--- config.mk ---
export PLATFORM = sky130hd
export DESIGN_NAME = mips_muldiv_unit_flat
export DESIGN_NICKNAME = d
export VERILOG_FILES = /design/src/rtl/mips_muldiv_unit_if.sv /design/src/rtl/mips_muldiv_unit.sv /design/src/flat_wrapper.sv
export SDC_FILE = /design/constraint.sdc
export NUM_CORES = 1
export LEC_CHECK = 0
export CELL_PAD_IN_SITES_DETAIL_PLACEMENT = 0
export CELL_PAD_IN_SITES_GLOBAL_PLACEMENT = 1
export CORE_MARGIN = 2
export CORE_UTILIZATION = 39
export DETAILED_ROUTE_END_ITERATION = 10
export PLACE_DENSITY_LB_ADDON = 0.1
export SLEW_MARGIN = 20
export SYNTH_ARGS = -nofsm -noshare
export SYNTH_HDL_FRONTEND = slang
export SYNTH_SLANG_ARGS = --single-unit
--- constraint.sdc ---
create_clock -name clock -period 4.5 [get_ports clock]
set_input_delay 0.9 -clock clock [delete_from_list [all_inputs] [get_ports clock]]
set_output_delay 0.9 -clock clock [all_outputs]
set_load 0.01 [all_outputs]
--- src/rtl/mips_muldiv_unit_if.sv ---
// rtl/mips_muldiv_unit_if.sv - execute-stage bus between core control and the mul/div unit
interface mips_muldiv_unit_if #(
   parameter int WIDTH = 32
);
   logic             start;
   logic [1:0]       op;
   logic [WIDTH-1:0] a;
   logic [WIDTH-1:0] b;
   logic             we_hi;
   logic             we_lo;
   logic [WIDTH-1:0] wdata;
   logic             busy;
   logic             done;
   logic [WIDTH-1:0] hi;
   logic [WIDTH-1:0] lo;

   modport master (
      output start, op, a, b, we_hi, we_lo, wdata,
      input  busy, done, hi, lo
   );

   modport slave (
      input  start, op, a, b, we_hi, we_lo, wdata,
      output busy, done, hi, lo
   );
endinterface

--- src/rtl/mips_muldiv_unit.sv ---
// rtl/mips_muldiv_unit.sv - iterative MULT/MULTU/DIV/DIVU unit owning HI/LO
// Signed ops run on magnitudes; the sign is restored on the final step.
module mips_muldiv_unit #(
   parameter int WIDTH = 32,
   parameter int STEPS = 32
) (
   input  logic                clock,
   input  logic                reset,
   mips_muldiv_unit_if.slave   bus
);
   localparam int CW = $clog2(STEPS);
   localparam logic [CW-1:0] LAST = CW'(STEPS - 1);

   typedef enum logic [1:0] {S_IDLE, S_RUN, S_DONE} state_t;

   state_t             state_q, state_d;
   logic [CW-1:0]      cnt_q, cnt_d;
   logic               is_div_q, is_div_d;
   logic               neg_q_q, neg_q_d;
   logic               neg_r_q, neg_r_d;
   logic               div0_q, div0_d;
   logic [WIDTH-1:0]   opb_q, opb_d;
   logic [2*WIDTH-1:0] acc_q, acc_d;
   logic [WIDTH-1:0]   rem_q, rem_d;
   logic [WIDTH-1:0]   hi_q, hi_d;
   logic [WIDTH-1:0]   lo_q, lo_d;

   logic               accept;
   logic               a_neg, b_neg;
   logic [WIDTH-1:0]   a_abs, b_abs;
   logic [WIDTH:0]     msum;
   logic [2*WIDTH-1:0] acc_mul, prod_fix;
   logic [WIDTH:0]     shifted, diff;
   logic               qbit;
   logic [WIDTH-1:0]   rem_div, quo, quo_fix, rem_fix;

   always_comb begin
      state_d  = state_q;
      cnt_d    = cnt_q;
      is_div_d = is_div_q;
      neg_q_d  = neg_q_q;
      neg_r_d  = neg_r_q;
      div0_d   = div0_q;
      opb_d    = opb_q;
      acc_d    = acc_q;
      rem_d    = rem_q;
      hi_d     = hi_q;
      lo_d     = lo_q;

      accept = bus.start && (state_q != S_RUN);
      a_neg  = ~bus.op[0] & bus.a[WIDTH-1];
      b_neg  = ~bus.op[0] & bus.b[WIDTH-1];
      a_abs  = a_neg ? -bus.a : bus.a;
      b_abs  = b_neg ? -bus.b : bus.b;

      // Shift-add: multiplier sits in the low half and is consumed LSB first
      msum    = {1'b0, acc_q[2*WIDTH-1:WIDTH]} + (acc_q[0] ? {1'b0, opb_q} : '0);
      acc_mul = {msum, acc_q[WIDTH-1:1]};

      // Restoring divide: dividend bits leave the low half MSB first, quotient bits enter
      shifted = {rem_q, acc_q[WIDTH-1]};
      diff    = shifted - {1'b0, opb_q};
      qbit    = ~diff[WIDTH];
      rem_div = qbit ? diff[WIDTH-1:0] : shifted[WIDTH-1:0];
      quo     = {acc_q[WIDTH-2:0], qbit};

      prod_fix = neg_q_q ? -acc_mul : acc_mul;
      quo_fix  = div0_q ? '1 : (neg_q_q ? -quo : quo);
      rem_fix  = neg_r_q ? -rem_div : rem_div;

      case (state_q)
         S_RUN: begin
            cnt_d = cnt_q + 1'b1;
            acc_d = is_div_q ? {{WIDTH{1'b0}}, quo} : acc_mul;
            rem_d = rem_div;
            if (cnt_q == LAST) begin
               state_d = S_DONE;
               cnt_d   = '0;
               if (is_div_q) begin
                  hi_d = rem_fix;
                  lo_d = quo_fix;
               end else begin
                  {hi_d, lo_d} = prod_fix;
               end
            end
         end
         default: begin
            state_d = S_IDLE;
            if (accept) begin
               state_d  = S_RUN;
               cnt_d    = '0;
               rem_d    = '0;
               is_div_d = bus.op[1];
               neg_q_d  = a_neg ^ b_neg;
               neg_r_d  = a_neg;
               div0_d   = (bus.b == '0);
               opb_d    = bus.op[1] ? b_abs : a_abs;
               acc_d    = {{WIDTH{1'b0}}, bus.op[1] ? a_abs : b_abs};
            end else begin
               if (bus.we_hi) hi_d = bus.wdata;
               if (bus.we_lo) lo_d = bus.wdata;
            end
         end
      endcase
   end

   always_ff @(posedge clock) begin
      if (reset) begin
         state_q  <= S_IDLE;
         cnt_q    <= '0;
         is_div_q <= 1'b0;
         neg_q_q  <= 1'b0;
         neg_r_q  <= 1'b0;
         div0_q   <= 1'b0;
         opb_q    <= '0;
         acc_q    <= '0;
         rem_q    <= '0;
         hi_q     <= '0;
         lo_q     <= '0;
      end else begin
         state_q  <= state_d;
         cnt_q    <= cnt_d;
         is_div_q <= is_div_d;
         neg_q_q  <= neg_q_d;
         neg_r_q  <= neg_r_d;
         div0_q   <= div0_d;
         opb_q    <= opb_d;
         acc_q    <= acc_d;
         rem_q    <= rem_d;
         hi_q     <= hi_d;
         lo_q     <= lo_d;
      end
   end

   assign bus.busy = (state_q == S_RUN);
   assign bus.done = (state_q == S_DONE);
   assign bus.hi   = hi_q;
   assign bus.lo   = lo_q;
endmodule

--- src/flat_wrapper.sv ---
// flat-port wrapper written by rule: the top's interface ports become plain ports
module mips_muldiv_unit_flat 
#(
   parameter int WIDTH = 32,
   parameter int STEPS = 32
)
  (clock, reset, bus_start, bus_op, bus_a, bus_b, bus_we_hi, bus_we_lo, bus_wdata, bus_busy, bus_done, bus_hi, bus_lo);
  mips_muldiv_unit_if #(.WIDTH(WIDTH)) bus_i ();
  input  logic clock;
  input  logic reset;
  input wire logic [$bits(bus_i.start)-1:0] bus_start;
  input wire logic [$bits(bus_i.op)-1:0] bus_op;
  input wire logic [$bits(bus_i.a)-1:0] bus_a;
  input wire logic [$bits(bus_i.b)-1:0] bus_b;
  input wire logic [$bits(bus_i.we_hi)-1:0] bus_we_hi;
  input wire logic [$bits(bus_i.we_lo)-1:0] bus_we_lo;
  input wire logic [$bits(bus_i.wdata)-1:0] bus_wdata;
  output wire logic [$bits(bus_i.busy)-1:0] bus_busy;
  output wire logic [$bits(bus_i.done)-1:0] bus_done;
  output wire logic [$bits(bus_i.hi)-1:0] bus_hi;
  output wire logic [$bits(bus_i.lo)-1:0] bus_lo;
  assign bus_i.start = bus_start;
  assign bus_i.op = bus_op;
  assign bus_i.a = bus_a;
  assign bus_i.b = bus_b;
  assign bus_i.we_hi = bus_we_hi;
  assign bus_i.we_lo = bus_we_lo;
  assign bus_i.wdata = bus_wdata;
  assign bus_busy = bus_i.busy;
  assign bus_done = bus_i.done;
  assign bus_hi = bus_i.hi;
  assign bus_lo = bus_i.lo;
  mips_muldiv_unit #(.WIDTH(WIDTH), .STEPS(STEPS)) u_core (.clock(clock), .reset(reset), .bus(bus_i));
endmodule
# == After elaboration in Yosys (flattened, before gate mapping) ==
# Index checks and enable logic that the tools add are counted.
# word_totals
word_cells,70
input_bits,103
register_bits,203
output_inout_bits,66
# op_classes
reduce_logical,8
add_sub_neg,8
eq_ne,6
bitwise_logic,6
n_mux,31
# op_table
cell,n
two-way mux 32 bit,21
two-way mux 64 bit,4
negator 32 bit,4
negator 64 bit,1
adder 32 x 33 -> 33 bit,1
subtractor 33 x 32 -> 33 bit,1
zero test 32 bit,1
two-way mux 5 bit,3
AND reduction 3 bit,2
nonzero test 2 bit,3
adder 5 x 1 -> 5 bit (second input constant),1
equality test 5 bit (second input constant),1
two-way mux 2 bit,2
!= test 2 x 1 -> 1 bit (second input constant),2
inverter 1 bit,3
bitwise AND 1 bit,2
equality test 2 x 1 -> 1 bit (second input constant),1
equality test 2 bit (second input constant),1
!= test 2 bit (second input constant),1
AND reduction 2 bit,1
logical AND 1 bit,1
two-way mux 1 bit,1
XOR 1 bit,1

# == Longest topological paths before layout ==
# Gate-level depths: netlist of run 1.
# depth
word_depth,8
depth_mapped,22
ltp_nobuf,18

# == Least setup slack after synthesis of run 1 ==
# No wires, ideal clock.
# synth_timing
kind,reg2reg
start,reg u_core.acc_q[31]
end,reg u_core.hi_q[28] (netlist: u_core.bus.hi[28])
setup_time_ns,0.138
path_buffers,4
slack_ns,-0.398
path_stages_with_launch,23
arrival_ns,4.760
t_required_ns,4.362
period_less_slack_ns,4.898
path_cell_list,dfxtp_1 -> clkbuf_1 -> inv_1 -> ha_1 -> fa_1 -> nand2b_1 -> a21oi_1 -> o21ai_1 -> a211oi_1 -> o21a_1 -> nor2_2 -> inv_2 -> clkbuf_1 -> clkbuf_1 -> nor2_1 -> a21oi_1 -> ha_1 -> o21ai_1 -> o21bai_1 -> clkbuf_1 -> or3_1 -> a211oi_1 -> o221ai_1
# synth_via
elab_chain_cells,7
elab_cells_between_ends,9
classes_between,3 x add/sub; 6 x mux
# synth_lines
element,line_no,rtl
start: declaration,mips_muldiv_unit.sv:23,"logic [2*WIDTH-1:0] acc_q, acc_d;"
start signal: assignment,mips_muldiv_unit.sv:116,acc_q <= '0;
start signal: assignment,mips_muldiv_unit.sv:128,acc_q <= acc_d;
subtractor 33 x 32 -> 33 bit,mips_muldiv_unit.sv:62,"diff = shifted - {1'b0, opb_q};"
two-way mux 32 bit,mips_muldiv_unit.sv:64,rem_div = qbit ? diff[WIDTH-1:0] : shifted[WIDTH-1:0];
negator 32 bit,mips_muldiv_unit.sv:69,rem_fix = neg_r_q ? -rem_div : rem_div;
two-way mux 32 bit,mips_muldiv_unit.sv:69,
two-way mux 32 bit (*),mips_muldiv_unit.sv:79,if (is_div_q) begin
two-way mux 32 bit (*),mips_muldiv_unit.sv:76,if (cnt_q == LAST) begin
two-way mux 32 bit (*),mips_muldiv_unit.sv:71,case (state_q)
end signal: assignment,mips_muldiv_unit.sv:130,hi_q <= hi_d;
end: declaration,mips_muldiv_unit.sv:25,"logic [WIDTH-1:0] hi_q, hi_d;"
# Mark *: on every way between the ends. The rest lies on a longest branch, timed or not. The select of a mux whose other input is x is not followed.
# A chain may end at the register's enable or synchronous reset.

# == Final worst setup path of run 1 ==
# layout_timing
start,reg u_core.opb_q[8]
end,reg u_core.hi_q[27] (netlist: u_core.bus.hi[27])
# layout_via
elab_chain_cells,7
elab_cells_between_ends,11
classes_between,4 x add/sub; 7 x mux
# layout_lines
element,line_no,rtl
start: declaration,mips_muldiv_unit.sv:22,"logic [WIDTH-1:0] opb_q, opb_d;"
start signal: assignment,mips_muldiv_unit.sv:127,opb_q <= opb_d;
two-way mux 32 bit or subtractor 33 x 32 -> 33 bit (tied branches),"mips_muldiv_unit.sv:57, mips_muldiv_unit.sv:62",
adder 32 x 33 -> 33 bit or two-way mux 32 bit (tied branches),"mips_muldiv_unit.sv:57, mips_muldiv_unit.sv:64",
negator 64 bit or negator 32 bit (tied branches),"mips_muldiv_unit.sv:67, mips_muldiv_unit.sv:69",
two-way mux 64 bit or two-way mux 32 bit (tied branches),"mips_muldiv_unit.sv:67, mips_muldiv_unit.sv:69",
two-way mux 32 bit (*),mips_muldiv_unit.sv:79,
two-way mux 32 bit (*),mips_muldiv_unit.sv:76,
two-way mux 32 bit (*),mips_muldiv_unit.sv:71,
# Marked as above.

==> results of run 1 <==
power by group:
group | leakage (nW) | switching (mW) | internal (mW)
Clock | 0.390 | 0.870 | 1.21
Combinational | 6.65 | 6.63 | 4.06
Sequential | 1.66 | 0.268 | 1.99
what timing repair did:
| item | 4_1_cts | 5_1_grt |
|---|---|---|
| resized for setup | 1 | 31 |
| pin swaps | 0 | 8 |
| endpoints found under the setup margin | 2 | 35 |
| setup buffers | 0 | 4 |
sequential cells by signal, indices dropped and copies added, names as in the netlist:
register         count
u_core.acc_q        64
u_core.bus.hi       32
u_core.bus.lo       32
u_core.cnt_q         5
u_core.div0_q        1
u_core.is_div_q      1
u_core.neg_q_q       1
u_core.neg_r_q       1
u_core.opb_q        32
u_core.rem_q        32
u_core.state_q       2
cell type report:
class / count / share of cell area, %
multi-input combinational: 2000 / 58.4
inverter: 77 / 1.30
sequential: 203 / 18.2
timing repair buffer: 386 / 15.1
clock buffer: 40 / 3.43
clock inverter: 3 / 0.191
tap: 600 / 3.37
cell usage after synthesis, types with 27 or more instances:
| cell | number |
|---|---|
| sky130_fd_sc_hd__xor2_1 | 81 |
| sky130_fd_sc_hd__o221ai_1 | 32 |
| sky130_fd_sc_hd__nor2_1 | 260 |
| sky130_fd_sc_hd__ha_1 | 71 |
| sky130_fd_sc_hd__a21oi_1 | 173 |
| sky130_fd_sc_hd__nor3_1 | 63 |
| sky130_fd_sc_hd__a22o_1 | 28 |
| sky130_fd_sc_hd__o31ai_1 | 37 |
| sky130_fd_sc_hd__o21ai_0 | 171 |
| sky130_fd_sc_hd__nand2_1 | 273 |
| sky130_fd_sc_hd__a21o_1 | 37 |
| sky130_fd_sc_hd__a211oi_1 | 110 |
| sky130_fd_sc_hd__nand3_1 | 30 |
| sky130_fd_sc_hd__clkbuf_1 | 175 |
| sky130_fd_sc_hd__a311oi_1 | 37 |
| sky130_fd_sc_hd__xnor2_1 | 137 |
| sky130_fd_sc_hd__inv_1 | 74 |
| sky130_fd_sc_hd__o211ai_1 | 34 |
| sky130_fd_sc_hd__dfxtp_1 | 203 |
| sky130_fd_sc_hd__nor4_1 | 27 |
| sky130_fd_sc_hd__mux2i_1 | 53 |
tightest hold or removal path: cells and delay by family (launching register included):
family	cells	cell delay, ns
compound gates	1	0.05
simple gates	1	0.05
flops	1	0.31
cells by family (layout without fill, tap and decap cells):
family	count (synthesis)	count (layout)
flops	203	203
compound gates	824	824
mux	60	60
fa+ha+maj	73	73
xor+xnor	218	218
simple gates	825	825
buf+inv	275	506
stage by stage:
stage,std cells,worst slack (ns),utilization [%]
6_report,3309,0.181,49.0
5_1_grt,3309,-0.0273,49.0
4_1_cts,3305,0.00544,48.7
3_5_place_dp,3262,-0.0247,46.9
3_3_place_gp,3262,0.0563,46.9
2_1_floorplan,2478,0.0124,-
final timing paths:
path / to / depth (start not counted) / startpoint / slack (ns)
worst min-delay path: u_core.opb_q[27] / 2 / u_core.opb_q[27] / 0.45
worst min register to register: u_core.opb_q[27] / 2 / u_core.opb_q[27] / 0.45
worst max register to register: u_core.bus.hi[27] / 13 / u_core.opb_q[8] / 0.18
worst max-delay path: u_core.bus.hi[27] / 13 / u_core.opb_q[8] / 0.18
metal layers:
layer / global-route usage [%] / part of all wire, % / up-vias
li1: - / - / 9489
met5: 0 / 0 / -
met1: 47.9 / 48 / 9385
met2: 45.5 / 41 / 734
met4: 9.84 / 3.4 / 0
met3: 5.59 / 8.2 / 99
==> flow_summary.rst, run 1 <==
.. list-table::
   :header-rows: 1

   * - Metric
     - Value
   * - Final Net Count
     - 2,870
   * - Area of the die
     - 0.0478 mm^2
   * - Compound-Gate Fraction of Synth Area
     - 31.0%
   * - Area growth from synthesis to layout
     - 24.1%
   * - Placer's final routability congestion estimate
     - 0.947
   * - Most frequent standard cell in the layout excluding fill and tap cells
     - sky130_fd_sc_hd__nand2_1
   * - Clock sinks
     - 203
   * - Clock Tree Buf Depth
     - 3
   * - Fill cell total of the finished layout
     - 4,696
   * - Status
     - finished, final reports clean
   * - Type of the worst setup path
     - reg -> reg
   * - Cell type with the highest aggregate area in the netlist
     - sky130_fd_sc_hd__dfxtp_1
   * - Proportion of layout cells with a drive suffix above 1
     - 12.1%
   * - Worst hold slack
     - 0.450 ns
   * - CTS Root Cell
     - sky130_fd_sc_hd__clkbuf_16
   * - Worst endpoint required time
     - 4.94 ns
   * - Fmax
     - 232 MHz
   * - Most frequent cells in the layout
     - sky130_fd_sc_hd__nand2_1, sky130_fd_sc_hd__nor2_1, sky130_fd_sc_hd__buf_4
   * - Leakage
     - 8.70 nW
   * - Synthesis Warnings
     - 0
   * - Pwr dens
     - 674 mW/mm^2
   * - Ordered cell list for the critical path
     - inv_1 > ha_1 > a21o_1 > a2111oi_1 > nor3_1 > a31oi_1 > o21bai_1 > xor2_1 > or3_1 > o41a_1 > o41ai_1 > xnor2_1 > a221o_1
   * - Iteration count of the initial detailed-routing pass
     - 6
   * - Initial antenna violation count
     - 0
   * - Standard cell area after detailed placement
     - 0.0213 mm^2
   * - Residual overflow from global routing
     - 0
   * - Initial standard-cell utilization of the core
     - 39.5%
   * - DP Wirelength
     - 61.8 mm
   * - Cts-stage hold buffer count
     - 0
   * - Worst setup EP type
     - flop
   * - Synth Flop Type
     - sky130_fd_sc_hd__dfxtp_1
   * - Standard cell with the maximum stage delay on the critical path
     - sky130_fd_sc_hd__o41a_1
   * - Multi-input gate area in the final layout
     - 0.0130 mm^2
   * - Main area contributors after synthesis
     - sky130_fd_sc_hd__dfxtp_1, sky130_fd_sc_hd__xnor2_1, sky130_fd_sc_hd__nand2_1
   * - Multiplexer share of the synthesized area
     - 3.39%
   * - Number of antenna repair diodes
     - 0
   * - Detail Route Antenna Nets
     - 0
   * - Via-to-Cell Ratio
     - 5.96
   * - Die boundary width
     - 219 um
   * - IO buf count
     - 168
   * - Maximum capacitance violations
     - 0
   * - PnR Total Power
     - 15.0 mW
   * - Max H-tree Level
     - 1
   * - Area of the mapped netlist
     - 0.0180 mm^2
   * - Async S/R FF share, synth
     - 0%
   * - FF/Latch Area
     - 0.00407 mm^2
   * - CTS buffer count
     - 26
   * - Height of the die
     - 219 um
   * - Synthesized area per cell
     - 7.25 um^2
   * - Synthesized-area fraction occupied by adder cells
     - 5.16%
   * - Normalized max-slew margin
     - 32.0%
   * - All-layer global routing usage
     - 31.9%
   * - Hold Path Class
     - reg -> reg
   * - Shortest period the worst path allows
     - 4.32 ns
   * - Post-layout instance area
     - 0.0223 mm^2
   * - Gate family responsible for the most delay along the worst path
     - compound AO/OA/AOI/OAI gates
   * - Arrival time of the worst setup path
     - 4.76 ns
   * - Post-synthesis simple-gate area fraction
     - 21.4%
   * - Launching element type of the critical path
     - flop
   * - Clock transition time at the flip-flop clock pins of the worst setup and hold paths
     - 0.06 ns
   * - Biggest cell delay along the critical path
     - 0.45 ns
   * - Endpoints failing hold
     - 0
   * - Total setup violations reported at the end of the flow
     - 0
   * - Worst clock skew on the final layout
     - 0.0193 ns
   * - Wire length of the first global-routing pass
     - 116 mm
   * - Violation count after the first detailed-routing iteration
     - 1,913
   * - Number of library cell types mapped by synthesis
     - 87
   * - Share of synthesized area occupied by flip-flops and latches
     - 22.6%
   * - Number of top-level design ports
     - 169
   * - Share of Yosys cell area claimed by the top area cell type
     - 22.6%
   * - Synthesis-stage register bit count
     - 203
   * - Clock insertion delay at the later pin of the skew report
     - 0.57 ns
   * - Synth Instances
     - 2,478
   * - CTS tree
     - yes
   * - Detailed-route wire length
     - 78.1 mm
   * - DRC Markers
     - 0
   * - Number of buffers and inverters on the critical path
     - 1
   * - Main combinational cell family by area after synthesis
     - compound AO/OA/AOI/OAI gates
   * - Post-synthesis net count
     - 2,654
   * - Largest net degree at the start of global routing
     - 95
   * - Vias in the first global route
     - 18.3k
   * - Setup TNS Final
     - 0 ns
   * - Largest voltage drop on the vdd net
     - 0.545 mV
   * - CP Max Fanout
     - 9
   * - Area inside the core boundary
     - 0.0455 mm^2
   * - Synthesized-area fraction occupied by xor and xnor cells
     - 10.6%
   * - Number of synthesized flops with an enable pin
     - 0
   * - Ratio of final minimum period to clock period
     - 96.0%
   * - Number of standard-cell rows in the floorplan
     - 78
   * - Pins Over Slew Limit
     - 0
   * - Average detailed-routed wire length per instance
     - 23.6 um
   * - Worst-Margin Slew
     - 1.02 ns
   * - Via count
     - 19.7k
No activity file was read; power rests on OpenSTA's default activity.
==> run 2: changes to the inputs <==
- CORE_ASPECT_RATIO: unset -> 1.2
- CORE_UTILIZATION: 39 -> 47
- clock period: 4.5 -> 5.4 ns (I/O delays scaled with it)
==> flow_summary.rst, run 2 (synthesis results as in run 1) <==
.. list-table::
   :header-rows: 1

   * - Metric
     - Value
   * - Status
     - finished, final reports clean (unchanged)
   * - Wire length of the first global-routing pass
     - 112 mm (was 116 mm)
   * - Violation count after the first detailed-routing iteration
     - 1,594 (was 1,913)
   * - Area of the die
     - 0.0398 mm^2 (was 0.0478 mm^2)
   * - Non-filler instance count after layout
     - 3,027 (was 3,309)
   * - Switching share of power
     - 54.0% (was 51.7%)
   * - Worst slack, placed
     - 0.0903 ns (was -0.0247 ns)
   * - Initial antenna violation count
     - 1 (was 0)
   * - Post-layout instance area
     - 0.0208 mm^2 (was 0.0223 mm^2)
   * - Pins Over Slew Limit
     - 0 (unchanged)
   * - Average detailed-routed wire length per instance
     - 24.6 um (was 23.6 um)
   * - Fill cell total of the finished layout
     - 3,714 (was 4,696)
   * - Area inside the core boundary
     - 0.0378 mm^2 (was 0.0455 mm^2)
   * - Most frequent standard cell in the layout excluding fill and tap cells
     - sky130_fd_sc_hd__nand2_1 (unchanged)
   * - Via count
     - 19.4k (was 19.7k)
   * - Leakage
     - 7.89 nW (was 8.70 nW)
   * - Total setup violations reported at the end of the flow
     - 0 (unchanged)
   * - Setup TNS Final
     - 0 ns (unchanged)
   * - Proportion of layout cells with a drive suffix above 1
     - 5.77% (was 12.1%)
   * - Largest net degree at the start of global routing
     - 77 (was 95)
   * - Fmax
     - 195 MHz (was 232 MHz)
   * - Most frequent cells in the layout
     - sky130_fd_sc_hd__nand2_1, sky130_fd_sc_hd__nor2_1, sky130_fd_sc_hd__dfxtp_1 (was sky130_fd_sc_hd__nand2_1, sky130_fd_sc_hd__nor2_1, sky130_fd_sc_hd__buf_4)
   * - Internal Dissipation
     - 5.67 mW (was 7.26 mW)
   * - CTS Root Cell
     - sky130_fd_sc_hd__clkbuf_16 (unchanged)
   * - Pwr dens
     - 592 mW/mm^2 (was 674 mW/mm^2)
   * - Hold Path Class
     - reg -> reg (unchanged)
   * - Worst clock skew on the final layout
     - 0.0192 ns (was 0.0193 ns)
   * - Via-to-Cell Ratio
     - 6.40 (was 5.96)
   * - Endpoint of the worst register-to-register path
     - u_core.bus.hi[24] (was u_core.bus.hi[27])
   * - Cts-stage hold buffer count
     - 0 (unchanged)
   * - DRC Markers
     - 0 (unchanged)
   * - Maximum capacitance violations
     - 0 (unchanged)
   * - Worst endpoint required time
     - 5.86 ns (was 4.94 ns)
   * - Setup WS post-layout
     - 0.265 ns (was 0.181 ns)
   * - Endpoints failing hold
     - 0 (unchanged)
   * - Type of the worst setup path
     - reg -> reg (unchanged)
   * - Share of the core filled with cells
     - 55.1% (was 49.0%)
   * - Area growth from synthesis to layout
     - 15.7% (was 24.1%)
   * - Vias in the first global route
     - 18.7k (was 18.3k)
   * - Normalized max-slew margin
     - 21.0% (was 32.0%)
   * - Worst-Margin Slew
     - 1.18 ns (was 1.02 ns)
   * - Final Net Count
     - 2,704 (was 2,870)
   * - Detailed-route wire length
     - 74.4 mm (was 78.1 mm)
   * - Worst hold slack
     - 0.450 ns (about the same)
   * - Hold Path Origin
     - u_core.opb_q[8] (was u_core.opb_q[27])
   * - Height of the die
     - 218 um (was 219 um)
   * - Count of cells along the worst register-to-register path
     - 15 (was 13)
   * - Detail Route Antenna Nets
     - 0 (unchanged)
   * - Iteration count of the initial detailed-routing pass
     - 5 (was 6)
   * - Initial standard-cell utilization of the core
     - 47.6% (was 39.5%)
   * - Worst setup EP type
     - flop (unchanged)
   * - Destination of the worst hold path
     - u_core.opb_q[8] (was u_core.opb_q[27])
   * - Placer's final routability congestion estimate
     - 0.979 (was 0.947)
   * - Unrepaired setup endpoints after global routing
     - false
   * - IO buf count
     - 168 (unchanged)
   * - Max H-tree Level
     - 1 (unchanged)
   * - CP Max Fanout
     - 20 (was 9)
   * - Instance count along the most critical hold path
     - 2 (unchanged)
   * - Reported net switching power
     - 6.64 mW (was 7.77 mW)
   * - Fraction of power consumed by the clock network
     - 14.9% (was 13.8%)
   * - Number of top-level design ports
     - 169 (unchanged)
   * - Flip-flop count of the largest register after layout
     - 64 (unchanged)
   * - DP Wirelength
     - 57.6 mm (was 61.8 mm)
   * - CTS tree
     - yes (unchanged)
   * - CTS buffer count
     - 25 (was 26)
   * - PnR Total Power
     - 12.3 mW (was 15.0 mW)
   * - Arrival time of the worst setup path
     - 5.60 ns (was 4.76 ns)
   * - Placed cell count
     - 2,978 (was 3,262)
   * - Seq pwr share
     - 15.4% (was 15.0%)
   * - Shortest period the worst path allows
     - 5.13 ns (was 4.32 ns)
   * - Number of antenna repair diodes
     - 0 (unchanged)
   * - Standard cell area after detailed placement
     - 0.0199 mm^2 (was 0.0213 mm^2)
   * - Clock Tree Buf Depth
     - 3 (unchanged)
   * - Largest voltage drop on the vdd net
     - 0.607 mV (was 0.545 mV)
   * - Clock insertion delay at the later pin of the skew report
     - 0.57 ns (about the same)
   * - Biggest register
     - u_core.acc_q (unchanged)
   * - Fraction of power consumed by combinational cells
     - 69.7% (was 71.1%)
   * - R2R setup slack
     - 0.27 ns (was 0.18 ns)
   * - Launching element type of the critical path
     - flop (unchanged)
   * - All-layer global routing usage
     - 36.7% (was 31.9%)
   * - Clock sinks
     - 203 (unchanged)
   * - Worst reg2reg path startpoint
     - u_core.acc_q[0] (was u_core.opb_q[8])
   * - Ratio of final minimum period to clock period
     - 95.1% (was 96.0%)
   * - Number of standard-cell rows in the floorplan
     - 78 (unchanged)
   * - Die boundary width
     - 183 um (was 219 um)
   * - Residual overflow from global routing
     - 0 (unchanged)
   * - Clock transition time at the flip-flop clock pins of the worst setup and hold paths
     - 0.06 ns (about the same)
[run 2: cell types whose count changed in the layout (fill, tap and decap cells not counted), sizes merged]
| cell | previous run | this run |
|---|---|---|
| buf | 220 | 55 |
| inv | 75 | 76 |
| clkinvlp | 1 | 2 |
| bufinv | 1 | 3 |
| clkinv | 3 | 6 |
| clkbuf | 40 | 36 |
[run 2: power groups by stage]
stage	sequential [mW]	combinational, mW	clock [mW]
after floorplan	1.81	5.17	0
after global placement	1.91	8.30	0
after detailed placement	1.91	8.31	0
after CTS	1.88	8.35	1.85
after global routing	1.91	9.09	1.92
final	1.89	8.58	1.84
[run 2: worst max-delay path by stage]
| stage | from | endpoint | slack [ns] | depth (start not counted) |
|---|---|---|---|---|
| floorplan | u_core.acc_q[31] | u_core.bus.hi[28] | 0.50 | 22 |
| global placement | u_core.acc_q[0] | u_core.bus.hi[24] | 0.19 | 15 |
| detailed placement | u_core.acc_q[0] | u_core.bus.hi[24] | 0.09 | 15 |
| CTS | u_core.acc_q[0] | u_core.bus.hi[24] | 0.08 | 15 |
| global route | u_core.acc_q[0] | u_core.bus.hi[24] | 0.06 | 15 |
| finish | u_core.acc_q[0] | u_core.bus.hi[24] | 0.27 | 15 |
[run 2: area by class of cell]
type | instances | area [um^2] | share of cell area (%)
sequential | 203 | 4070 | 19.6
timing repair buffer | 221 | 2070 | 9.96
multi-input combinational | 2000 | 12900 | 61.9
inverter | 77 | 294 | 1.41
clock buffer | 36 | 747 | 3.59
tap | 480 | 601 | 2.89
clock inverter | 10 | 131 | 0.632
[run 2: what timing repair did]
item / in CTS / in global routing
resized for setup: 0 / 1
endpoints found under the setup margin: 0 / 6
setup buffers: 0 / 3
[run 2: worst max-delay path, cell delays in order, from the launching register on]
cell,delay [ns]
sky130_fd_sc_hd__dfxtp_1,0.40
sky130_fd_sc_hd__clkinvlp_4,0.25
sky130_fd_sc_hd__buf_4,0.29
sky130_fd_sc_hd__nor2_1,0.21
sky130_fd_sc_hd__ha_1,0.39
sky130_fd_sc_hd__a21o_1,0.24
sky130_fd_sc_hd__a211oi_1,0.42
sky130_fd_sc_hd__nor3b_1,0.31
sky130_fd_sc_hd__o2bb2ai_1,0.23
sky130_fd_sc_hd__nor2_1,0.17
sky130_fd_sc_hd__xor2_1,0.21
sky130_fd_sc_hd__or4_1,0.73
sky130_fd_sc_hd__nor2b_1,0.21
sky130_fd_sc_hd__nor4b_1,0.42
sky130_fd_sc_hd__o2111ai_1,0.26
sky130_fd_sc_hd__a311oi_1,0.32
[run 2: metal layers]
metal	up-vias	wire length, um	track usage (%)
met1	9274	28400	41.9
met4	2	5790	25.1
li1	9181	-	-
met2	703	36100	63.7
met3	224	4120	4.80
met5	-	18	0
